==> config.mk <==
export PLATFORM = sky130hd
export DESIGN_NAME = axis_stream_buffer
export DESIGN_NICKNAME = d
export VERILOG_FILES = /design/src/rtl/axis_stream_buffer_pkg.sv /design/src/rtl/axis_buffer_ram.sv /design/src/rtl/axis_stream_buffer.sv
export SDC_FILE = /design/constraint.sdc
export NUM_CORES = 1
export LEC_CHECK = 0
export ABC_CLOCK_PERIOD_IN_PS = 8800
export BUFFER_PORTS_ARGS = -buffer_cell sky130_fd_sc_hd__buf_2
export CAP_MARGIN = 20
export CORE_MARGIN = 5
export CORE_UTILIZATION = 50
export CTS_CLUSTER_SIZE = 16
export DETAILED_ROUTE_END_ITERATION = 10
export PLACE_DENSITY = 0.67
export RECOVER_POWER = 50
export SYNTH_ARGS = -nofsm -noshare
export SYNTH_HDL_FRONTEND = slang
export SYNTH_SLANG_ARGS = --single-unit
export TNS_END_PERCENT = 10
==> constraint.sdc <==
create_clock -name axis_aclk -period 8.8 [get_ports axis_aclk]
set_input_delay 0.88 -clock axis_aclk [delete_from_list [all_inputs] [get_ports axis_aclk]]
set_output_delay 0.88 -clock axis_aclk [all_outputs]
set_load 0.02 [all_outputs]
==> src/rtl/axis_stream_buffer_pkg.sv <==
// Shared types and default sizes for the AXI-Stream buffer.
package axis_stream_buffer_pkg;

  localparam int DATA_WIDTH_DEF = 32;
  localparam int ADDR_WIDTH_DEF = 4;
  localparam int DEPTH_DEF      = 1 << ADDR_WIDTH_DEF;

  // Output register state: EMPTY = nothing presented, HOLD = word on m00.
  typedef enum logic {
    EMPTY = 1'b0,
    HOLD  = 1'b1
  } rd_state_t;

  // Stored word layout at the default width: last is the MSB, data the LSBs.
  typedef struct packed {
    logic                        last;
    logic [DATA_WIDTH_DEF/8-1:0] strb;
    logic [DATA_WIDTH_DEF-1:0]   data;
  } entry_t;

endpackage

==> src/rtl/axis_buffer_ram.sv <==
// Simple dual-port storage for the stream buffer: synchronous write,
// combinational read so the addressed word can be captured straight into
// the output register in the same cycle the read pointer selects it.
module axis_buffer_ram
  import axis_stream_buffer_pkg::*;
#(
  parameter int WIDTH      = $bits(entry_t),
  parameter int ADDR_WIDTH = ADDR_WIDTH_DEF
) (
  input  logic                  clk,
  input  logic                  wr_en,
  input  logic [ADDR_WIDTH-1:0] wr_addr,
  input  logic [WIDTH-1:0]      wr_data,
  input  logic [ADDR_WIDTH-1:0] rd_addr,
  output logic [WIDTH-1:0]      rd_data
);

  logic [WIDTH-1:0] mem_q [2**ADDR_WIDTH];

  // Write port; contents are deliberately left unreset.
  always_ff @(posedge clk) begin
    if (wr_en) begin
      mem_q[wr_addr] <= wr_data;
    end
  end

  assign rd_data = mem_q[rd_addr];

endmodule

==> src/rtl/axis_stream_buffer.sv <==
// AXI-Stream circular buffer with a registered output stage.
// Holds up to DEPTH words in RAM plus one word in the output register.
// Optional macro AXIS_BUF_PACKET_MODE_EN selects store-and-forward release;
// without it, words are released as soon as they are stored (cut-through).
module axis_stream_buffer
  import axis_stream_buffer_pkg::*;
#(
  parameter int DATA_WIDTH = DATA_WIDTH_DEF,
  parameter int ADDR_WIDTH = ADDR_WIDTH_DEF
) (
  input  logic                    axis_aclk,
  input  logic                    axis_aresetn,
  input  logic [DATA_WIDTH-1:0]   s00_axis_tdata,
  input  logic [DATA_WIDTH/8-1:0] s00_axis_tstrb,
  input  logic                    s00_axis_tvalid,
  input  logic                    s00_axis_tlast,
  output logic                    s00_axis_tready,
  output logic [DATA_WIDTH-1:0]   m00_axis_tdata,
  output logic [DATA_WIDTH/8-1:0] m00_axis_tstrb,
  output logic                    m00_axis_tvalid,
  output logic                    m00_axis_tlast,
  input  logic                    m00_axis_tready,
  output logic [ADDR_WIDTH:0]     level,
  output logic [ADDR_WIDTH:0]     pkt_count
);

  localparam int STRB_W = DATA_WIDTH / 8;
  localparam int DEPTH  = 2 ** ADDR_WIDTH;
  localparam logic [ADDR_WIDTH:0] LEVEL_FULL = (ADDR_WIDTH + 1)'(DEPTH);
  localparam logic [ADDR_WIDTH:0] CNT_ONE    = (ADDR_WIDTH + 1)'(1);

  typedef struct packed {
    logic              last;
    logic [STRB_W-1:0] strb;
    logic [DATA_WIDTH-1:0] data;
  } word_t;

  logic [ADDR_WIDTH-1:0] wr_ptr_q, wr_ptr_d;
  logic [ADDR_WIDTH-1:0] rd_ptr_q, rd_ptr_d;
  logic [ADDR_WIDTH:0]   level_q, level_d;
  logic [ADDR_WIDTH:0]   pkt_q, pkt_d;
  rd_state_t             state_q, state_d;
  word_t                 out_q, out_d;
  word_t                 wr_word, rd_word;
  logic [$bits(word_t)-1:0] rd_raw;
  logic push, pop, load, load_ok, pkt_release;
  logic pkt_inc, pkt_dec;

  assign s00_axis_tready = (level_q != LEVEL_FULL);
  assign push            = s00_axis_tvalid && s00_axis_tready;
  assign pop             = (state_q == HOLD) && m00_axis_tready;
  assign wr_word         = {s00_axis_tlast, s00_axis_tstrb, s00_axis_tdata};
  assign rd_word         = word_t'(rd_raw);
  assign load_ok         = (level_q != '0) && pkt_release;

  axis_buffer_ram #(
    .WIDTH      ($bits(word_t)),
    .ADDR_WIDTH (ADDR_WIDTH)
  ) u_ram (
    .clk     (axis_aclk),
    .wr_en   (push),
    .wr_addr (wr_ptr_q),
    .wr_data (wr_word),
    .rd_addr (rd_ptr_q),
    .rd_data (rd_raw)
  );

`ifdef AXIS_BUF_PACKET_MODE_EN
  logic in_pkt_q, in_pkt_d;

  // Hold words back until a whole packet is stored, unless one is already
  // streaming out or the RAM is full (an oversize packet must drain).
  assign pkt_release = (pkt_q != '0) || in_pkt_q || (level_q == LEVEL_FULL);

  // Track whether the word last loaded left a packet open.
  always_comb begin
    in_pkt_d = in_pkt_q;
    if (load) begin
      in_pkt_d = !rd_word.last;
    end
  end

  // Open-packet flag register.
  always_ff @(posedge axis_aclk or negedge axis_aresetn) begin
    if (!axis_aresetn) begin
      in_pkt_q <= 1'b0;
    end else begin
      in_pkt_q <= in_pkt_d;
    end
  end
`else
  assign pkt_release = 1'b1;
`endif

  // Read FSM: decide when the output register is (re)loaded from RAM.
  always_comb begin
    state_d = state_q;
    load    = 1'b0;
    out_d   = out_q;
    case (state_q)
      EMPTY: begin
        if (load_ok) begin
          load    = 1'b1;
          state_d = HOLD;
        end
      end
      HOLD: begin
        if (pop) begin
          if (load_ok) begin
            load = 1'b1;
          end else begin
            state_d = EMPTY;
          end
        end
      end
      default: state_d = EMPTY;
    endcase
    if (load) begin
      out_d = rd_word;
    end else if (state_d == EMPTY) begin
      out_d = '0;
    end
  end

  assign pkt_inc = push && s00_axis_tlast;
  assign pkt_dec = load && rd_word.last;

  // Pointer and counter updates; simultaneous increment and decrement cancel.
  always_comb begin
    wr_ptr_d = push ? wr_ptr_q + 1'b1 : wr_ptr_q;
    rd_ptr_d = load ? rd_ptr_q + 1'b1 : rd_ptr_q;
    level_d  = level_q;
    pkt_d    = pkt_q;
    if (push && !load) begin
      level_d = level_q + CNT_ONE;
    end else if (!push && load) begin
      level_d = level_q - CNT_ONE;
    end
    if (pkt_inc && !pkt_dec) begin
      pkt_d = pkt_q + CNT_ONE;
    end else if (!pkt_inc && pkt_dec) begin
      pkt_d = pkt_q - CNT_ONE;
    end
  end

  // State registers; reset discards everything including the held word.
  always_ff @(posedge axis_aclk or negedge axis_aresetn) begin
    if (!axis_aresetn) begin
      wr_ptr_q <= '0;
      rd_ptr_q <= '0;
      level_q  <= '0;
      pkt_q    <= '0;
      state_q  <= EMPTY;
      out_q    <= '0;
    end else begin
      wr_ptr_q <= wr_ptr_d;
      rd_ptr_q <= rd_ptr_d;
      level_q  <= level_d;
      pkt_q    <= pkt_d;
      state_q  <= state_d;
      out_q    <= out_d;
    end
  end

  assign m00_axis_tvalid = (state_q == HOLD);
  assign m00_axis_tdata  = out_q.data;
  assign m00_axis_tstrb  = out_q.strb;
  assign m00_axis_tlast  = out_q.last;
  assign level           = level_q;
  assign pkt_count       = pkt_q;

endmodule
==> results of run 1 <==
## power groups by stage
stage | Sequential (mW) | Combinational [mW] | Clock (mW)
2_1_floorplan | 4.09 | 1.90 | 0
3_3_place_gp | 4.21 | 2.48 | 0
3_5_place_dp | 4.23 | 2.51 | 0
4_1_cts | 4.17 | 2.52 | 2.71
5_1_grt | 4.21 | 2.67 | 2.83
6_report | 4.17 | 2.46 | 2.65
## metrics by stage
step | hold slack [ns] | setup slack [ns] | instances
after floorplan | 0.583 | 4.35 | 1153
after global placement | 0.485 | 4.86 | 1866
after detailed placement | 0.491 | 4.74 | 1866
after CTS | 0.438 | 4.88 | 1980
after global routing | 0.532 | 3.75 | 1981
final | 0.500 | 4.62 | 1981
## flip-flops by register name, summed over array words and instances (netlist names)
| register | count |
|---|---|
| wr_ptr_q | 4 |
| m00_axis_tdata | 32 |
| m00_axis_tstrb | 4 |
| u_ram.mem_q | 592 |
| rd_ptr_q | 4 |
| pkt_count | 5 |
| level | 5 |
| m00_axis_tvalid | 1 |
| m00_axis_tlast | 1 |
## cell usage after synthesis, types with 3 or more instances
cell,instances
edfxtp_1,592
mux4_2,148
dfrtp_1,56
a21oi_1,40
mux2i_1,40
nor2b_1,38
a22o_1,36
a211oi_1,35
clkbuf_1,30
buf_2,18
nand2_1,17
nor2_1,17
ha_1,14
inv_1,11
xnor2_1,11
buf_6,9
buf_1,6
o21ai_0,6
buf_4,4
nor3_1,4
a21o_1,3
nand2b_1,3
xor2_1,3
## placed cells by master (no fill, tap or decap), drive strengths merged
cell type,Yosys,layout
edfxtp,592,592
mux4,148,148
clkbuf,30,144
buf,37,58
dfrtp,56,56
mux2i,40,40
a21oi,40,40
nor2b,38,38
a22o,36,36
a211oi,36,36
clkinv,0,23
nand2,17,17
nor2,17,17
ha,14,14
inv,11,12
xnor2,11,11
o21ai,6,6
nor3,4,4
nand2b,3,3
a21o,3,3
xor2,3,3
bufinv,0,3
mux2,2,2
nand4,2,2
fa,2,2
diode,0,1
nor4,1,1
and2,1,1
and3,1,1
o211ai,1,1
nand3,1,1
clkinvlp,0,1
## final timing paths
kind | from | endpoint | slack [ns] | cells past startpoint
setup / recovery | axis_aresetn | rd_ptr_q[2] | 4.62 | 1
hold / removal | m00_axis_tdata[20] | m00_axis_tdata[20] | 0.50 | 1
setup reg to reg | rd_ptr_q[1] | pkt_count[4] | 4.87 | 10
hold reg to reg | m00_axis_tdata[20] | m00_axis_tdata[20] | 0.50 | 1
max in group axis_aclk | rd_ptr_q[1] | pkt_count[4] | 4.87 | 10
min in group asynchronous | axis_aresetn | level[1] | 1.58 | 1
## cell families after synthesis
group	count (synthesis)
flops	648
mux	190
compound gates	122
simple gates	85
buf+inv	78
fa+ha+maj	16
xor+xnor	14
## layout make-up
cell class,instances,area [um2],share of cell area (%)
well taps,664,831,2.95
diodes,1,2.50,0.00887
inverters,11,41.3,0.146
multi-input cells,427,5510,19.5
repair buffers,116,588,2.08
flip-flops and latches,648,19200,68.0
clock inverters,28,220,0.781
clock buffers,86,1820,6.45
## metal layers
metal / up-vias / routed length, um
li1: 5004 / -
met1: 6317 / 22100
met2: 336 / 26800
met3: 72 / 2960
met4: 2 / 879
met5: - / 13
==> out/metrics.csv, run 1 <==
metric,value,unit
cts_max_path_buffers,3,
critical_path_buf_inv_count,1,
cp_top_family,buffers and inverters,
grt_util_all_layers,19.8,%
total_power,9.27,mW
drv_cap,1,
syn-num-nets,1210,
synth_xor_area_share,0.491,%
p_per_area,329,mW/mm2
critPathArrivalTime,3.48,ns
dp_hpwl,27700,um
ant_nets,0,
yosys.area_share.adder,0.862,%
io_buffer_count,89,
fp-row-count,81,
power.leakage,9.21,nW
synth_top_family_by_area,multiplexers,
drt-wirelength-per-cell,26.7,um
seq_area_frac_synth,76.8,%
tritoncts,yes,
cts_inserted_buffers,66,
vias,11731,
drc,0,
initial_core_util,50.8,%
slowest_stage,clkbuf_1,
num-fill-cells,3580,
slowest_delay,2.58,ns
final_area,0.0282,mm2
grt.met1_usage,27.2,%
cts_num_sinks,648,
clock_latency,0.59,ns
crit_type,input port to async pin,
synthMuxAreaShare,15.0,%
routed_wl,52800,um
die_h,233,um
postCtsSetupBuffers,0,
synthCells,1153,
ios,90,
cp-end-kind,async pin,
yosysTopAreaCell,edfxtp_1,
power_switching,2.79,mW
first_global_vias,12314,
synth-compound-area-share,3.41,%
p_comb_share,26.5,%
postCtsHoldBufs,0,
coreArea,0.0492,mm2
dieWidth,233,um
h-tree-depth,3,
top_usage_layer,met2,
fin_nets,1327,
path_cells,clkbuf_1,
syn_area_per_cell,21.6,um2
intPower,6.48,mW
grt_max_degree,123,
syn_to_final_growth,13.0,%
cts_root_buffer,clkbuf_16,
fin_crit,4.18,ns
hold_viol_final,0,
finalSetupTns,0,ns
worst_hold_path_type,register to register,
clkSlewWorstSetupHoldPaths,0.06,ns
worst_pin_slew,3.72,ns
grt-ovfl-total,0,
setup_violations,0,
ys_ff_latch,648,
drt_first_pass_iters,5,
drtIter0Drc,1017,
cp_data_required_time,8.10,ns
grtUsageMet2,33.2,%
status,"complete, but fails checks",
grt_first_pass_wirelength,79300,um
synth_edf_count,592,
synth_top_cell_area_share,71.2,%
peakVddDrop,0.323,mV
postPlaceCellArea,0.0262,mm2
start_kind,input port,
p_seq_share,44.9,%
cts-resized-gates,0,
fmax,0.239,GHz
gp_congestion,0.758,
yosys_warnings,0,
fin_util,57.4,%
grtUsageMet3,3.66,%
synth_area_leaders,"edfxtp_1 71%, mux4_2 13%, dfrtp_1 5.6%",
drive_above_1_share,24.5,%
finalClockSkew,0.0187,ns
relSlewSlack,-148,%
grt_setup_unrepaired,no,
ys_async_sr_fraction,8.64,%
syn_area,0.0250,mm2
crit_fanout,56,
slew_viol_final,57,
dieArea,0.0545,mm2
finalCritPeriodShare,47.5,%
synthSimpleGateAreaFrac,1.76,%
viasPerCell,5.92,
swShare,30.1,%
clkPwrFrac,28.6,%
synthFlopType,edfxtp_1,
violations,"max-capacitance violations, max-slew violations",
grt_antenna_before_repair,2,
ys_types,32,
Power figures use the tool's default switching activity.
==> run 2: changes to the inputs <==
--- a/config.mk
+++ b/config.mk
@@ -5,14 +5,15 @@
 export SDC_FILE = /design/constraint.sdc
 export NUM_CORES = 1
 export LEC_CHECK = 0
-export ABC_CLOCK_PERIOD_IN_PS = 8800
+export ABC_AREA = 1
+export ABC_CLOCK_PERIOD_IN_PS = 3600
 export BUFFER_PORTS_ARGS = -buffer_cell sky130_fd_sc_hd__buf_2
 export CAP_MARGIN = 20
 export CORE_MARGIN = 5
 export CORE_UTILIZATION = 50
 export CTS_CLUSTER_SIZE = 16
 export DETAILED_ROUTE_END_ITERATION = 10
-export PLACE_DENSITY = 0.67
+export PLACE_DENSITY = 0.69
 export RECOVER_POWER = 50
 export SYNTH_ARGS = -nofsm -noshare
 export SYNTH_HDL_FRONTEND = slang
==> constraint.sdc (replaced) <==
create_clock -name axis_aclk -period 3.6 [get_ports axis_aclk]
set_input_delay 0.36 -clock axis_aclk [delete_from_list [all_inputs] [get_ports axis_aclk]]
set_output_delay 0.36 -clock axis_aclk [all_outputs]
set_load 0.02 [all_outputs]
==> run 2 against run 1 <==
The run still ends with max-capacitance violations, max-slew violations left. Synthesized cell count up 87%. Clock power rose to 2.7 times the previous value. Combinational power increased to 3.1 times the previous value. Worst hold slack got worse by 0.25 ns.
==> out/metrics.csv, run 2 <==
metric,value,unit,change
h-tree-depth,3,,unchanged
syn_to_final_growth,12.3,%,was 13.0%
clock_latency,0.61,ns,was 0.59 ns
largest_register_ffs,592,,unchanged
dieArea,0.0569,mm2,was 0.0545 mm2
path_cells,buf_4 -> buf_4 -> nand2_1 -> nand3_1 -> nand3_1 -> nand3_1 -> nand3_1 -> nand2_1,,was clkbuf_1
grt-ovfl-total,0,,unchanged
ios,90,,unchanged
finalClockSkew,0.0272,ns,was 0.0187 ns
power.leakage,10.7,nW,was 9.21 nW
clkSlewWorstSetupHoldPaths,0.06,ns,about the same
drt_first_pass_iters,6,,was 5
p_seq_share,40.0,%,was 44.9%
tritoncts,yes,,unchanged
fin_nets,2273,,was 1327
worst_pin_slew,1.88,ns,was 3.72 ns
postPlaceCellArea,0.0271,mm2,was 0.0262 mm2
gp_congestion,0.804,,was 0.758
clkPwrFrac,29.1,%,was 28.6%
ys_ff_latch,648,,unchanged
initial_core_util,50.7,%,was 50.8%
routed_wl,64300,um,was 52800 um
relSlewSlack,-25.4,%,was -148%
swShare,35.9,%,was 30.1%
slowest_delay,0.79,ns,was 2.58 ns
syn_area,0.0261,mm2,was 0.0250 mm2
crit_type,register to register,,was input port to async pin
cts_max_path_buffers,3,,unchanged
grt_setup_unrepaired,no,,unchanged
dp_hpwl,31100,um,was 27700 um
mostFrequentLayoutCell,nand2_1,,was edfxtp_1
synth_top_cell_area_share,68.1,%,was 71.2%
status,"complete, but fails checks",,unchanged
cts_root_buffer,clkbuf_16,,unchanged
path_common_cell,nand3_1,,
die_h,239,um,was 233 um
seq_area_frac_synth,73.4,%,was 76.8%
grt_first_pass_wirelength,97700,um,was 79300 um
regMostFlops,u_ram.mem_q,,unchanged
syn_area_per_cell,12.1,um2,was 21.6 um2
grt_max_degree,150,,was 123
p_per_area,829,mW/mm2,was 329 mW/mm2
yosysTopAreaCell,edfxtp_1,,unchanged
coreArea,0.0515,mm2,was 0.0492 mm2
start_kind,register,,was input port
cp_data_required_time,4.13,ns,was 8.10 ns
intPower,15.6,mW,was 6.48 mW
drt-wirelength-per-cell,21.8,um,was 26.7 um
dieWidth,239,um,was 233 um
grt_util_all_layers,22.5,%,was 19.8%
total_power,24.3,mW,was 9.27 mW
synth.most_common_cell,nand2_1,,was edfxtp_1
synth_edf_count,592,,unchanged
synth_area_leaders,"edfxtp_1 68%, nand3_1 11%, nand2_1 10%",,"was edfxtp_1 71%, mux4_2 13%, dfrtp_1 5.6%"
viasPerCell,5.75,,was 5.92
violations,"max-capacitance violations, max-slew violations",,unchanged
worst_hold_slack,0.254,ns,was 0.500 ns
cp-end-kind,register,,was async pin
slew_viol_final,57,,unchanged
grt_antenna_before_repair,2,,unchanged
syn-num-nets,2208,,was 1210
drtIter0Drc,1911,,was 1017
slowest_stage,buf_4,,was clkbuf_1
cts_num_sinks,648,,unchanged
synthFlopType,edfxtp_1,,unchanged
drv_cap,1,,unchanged
fin_crit,3.02,ns,
synthCells,2151,,was 1153
finalCritPeriodShare,83.8,%,
ys_async_sr_fraction,8.64,%,unchanged
ant_nets,0,,unchanged
crit_fanout,79,,was 56
first_global_vias,16526,,was 12314
fin_util,56.9,%,was 57.4%
vias,16965,,was 11731
final_cell_mix,"709 x nand2_1, 592 x edfxtp_1, 561 x nand3_1",,"was 592 x edfxtp_1, 148 x mux4_2, 71 x clkbuf_1"
fmax,0.332,GHz,
critPathArrivalTime,3.55,ns,was 3.48 ns
hold_viol_final,0,,unchanged
setup_violations,0,,unchanged
p_comb_share,30.9,%,was 26.5%
worst_hold_path_type,input port to register,,was register to register
yosys_warnings,0,,unchanged
postCtsSetupBuffers,0,,unchanged
io_buffer_count,89,,unchanged
power_switching,8.72,mW,was 2.79 mW
synthTopCellsByCount,"709 x nand2_1, 592 x edfxtp_1, 561 x nand3_1",,"was 592 x edfxtp_1, 148 x mux4_2, 56 x dfrtp_1"
peakVddDrop,0.660,mV,was 0.323 mV
ys_types,26,,was 32
fp-row-count,83,,was 81
drive_above_1_share,8.68,%,was 24.5%
final_area,0.0293,mm2,was 0.0282 mm2
drc,0,,unchanged
cts_inserted_buffers,66,,unchanged
-- run 2: through the flow --
stage          setup slack (ns)  TNS, ns  instances
6_report                  0.584        0       2951
5_1_grt                   0.457        0       2950
4_1_cts                   0.697        0       2950
3_5_place_dp              0.700        0       2827
3_3_place_gp              0.809        0       2827
2_1_floorplan            -0.676   -75.00       2151
-- run 2: cell families (layout without fill, tap and decap cells) --
logic type               after synthesis  count (layout)  synth area share, %
AND/OR/NAND/NOR                     1299            1299                 21.4
flip-flops                           648             648                 73.4
buffers and inverters                162             281                 3.60
adder cells (fa/ha/maj)               16              16                0.824
AO/OA/AOI/OAI                         13              13                0.259
XOR/XNOR                              13              13                0.436
other                                  0               1                    0
-- run 2: worst max-delay path, delay by kind of cell, from the launching register on --
family | cells | cell delay [ns]
simple gates | 6 | 0.65
buf+inv | 2 | 1.45
flops | 1 | 0.77
-- run 2: layer usage --
| metal | wire (um) | vias up | global-route usage, % |
|---|---|---|---|
| met4 | 1820 | 4 | 7.97 |
| met5 | 34 | - | 0 |
| met3 | 5560 | 134 | 3.84 |
| li1 | - | 7709 | - |
| met2 | 31300 | 818 | 37.2 |
| met1 | 25600 | 8300 | 30.5 |
-- run 2: final timing paths --
kind,from,end,slack (ns),cells past startpoint
worst max-delay path,rd_ptr_q[0],m00_axis_tdata[22],0.58,8
worst min-delay path,s00_axis_tdata[5],u_ram.mem_q[12][5],0.25,1
worst max register to register,rd_ptr_q[0],m00_axis_tdata[22],0.58,8
worst min register to register,m00_axis_tdata[26],m00_axis_tdata[26],0.48,2
max in group asynchronous,axis_aresetn,rd_ptr_q[1],1.41,2
min in group asynchronous,axis_aresetn,m00_axis_tdata[22],0.84,2
-- run 2: cell type report --
cell class / count / area [um2]
timing repair buffer: 129 / 783
inverter: 30 / 123
multi-input combinational: 1341 / 6110
sequential: 648 / 19200
antenna: 1 / 2.50
clock buffer: 93 / 1880
clock inverter: 29 / 389
fill: 4100 / 22200
tap: 680 / 851
-- run 2: what timing repair did --
item                                   CTS  global route
gates resized for setup                  0             0
hold buffers                             1             0
setup endpoints to repair                0             0
endpoints found under the hold margin   56             0
-- run 2: power by group through the flow --
stage                     Sequential, mW  Clock, mW  Combinational [mW]
after floorplan                     9.97          0                5.34
after global placement              9.84          0                7.35
after detailed placement            9.87          0                7.54
after CTS                           9.73       7.17                7.57
after global routing                9.82       7.49                8.34
final                               9.73       7.07                7.51
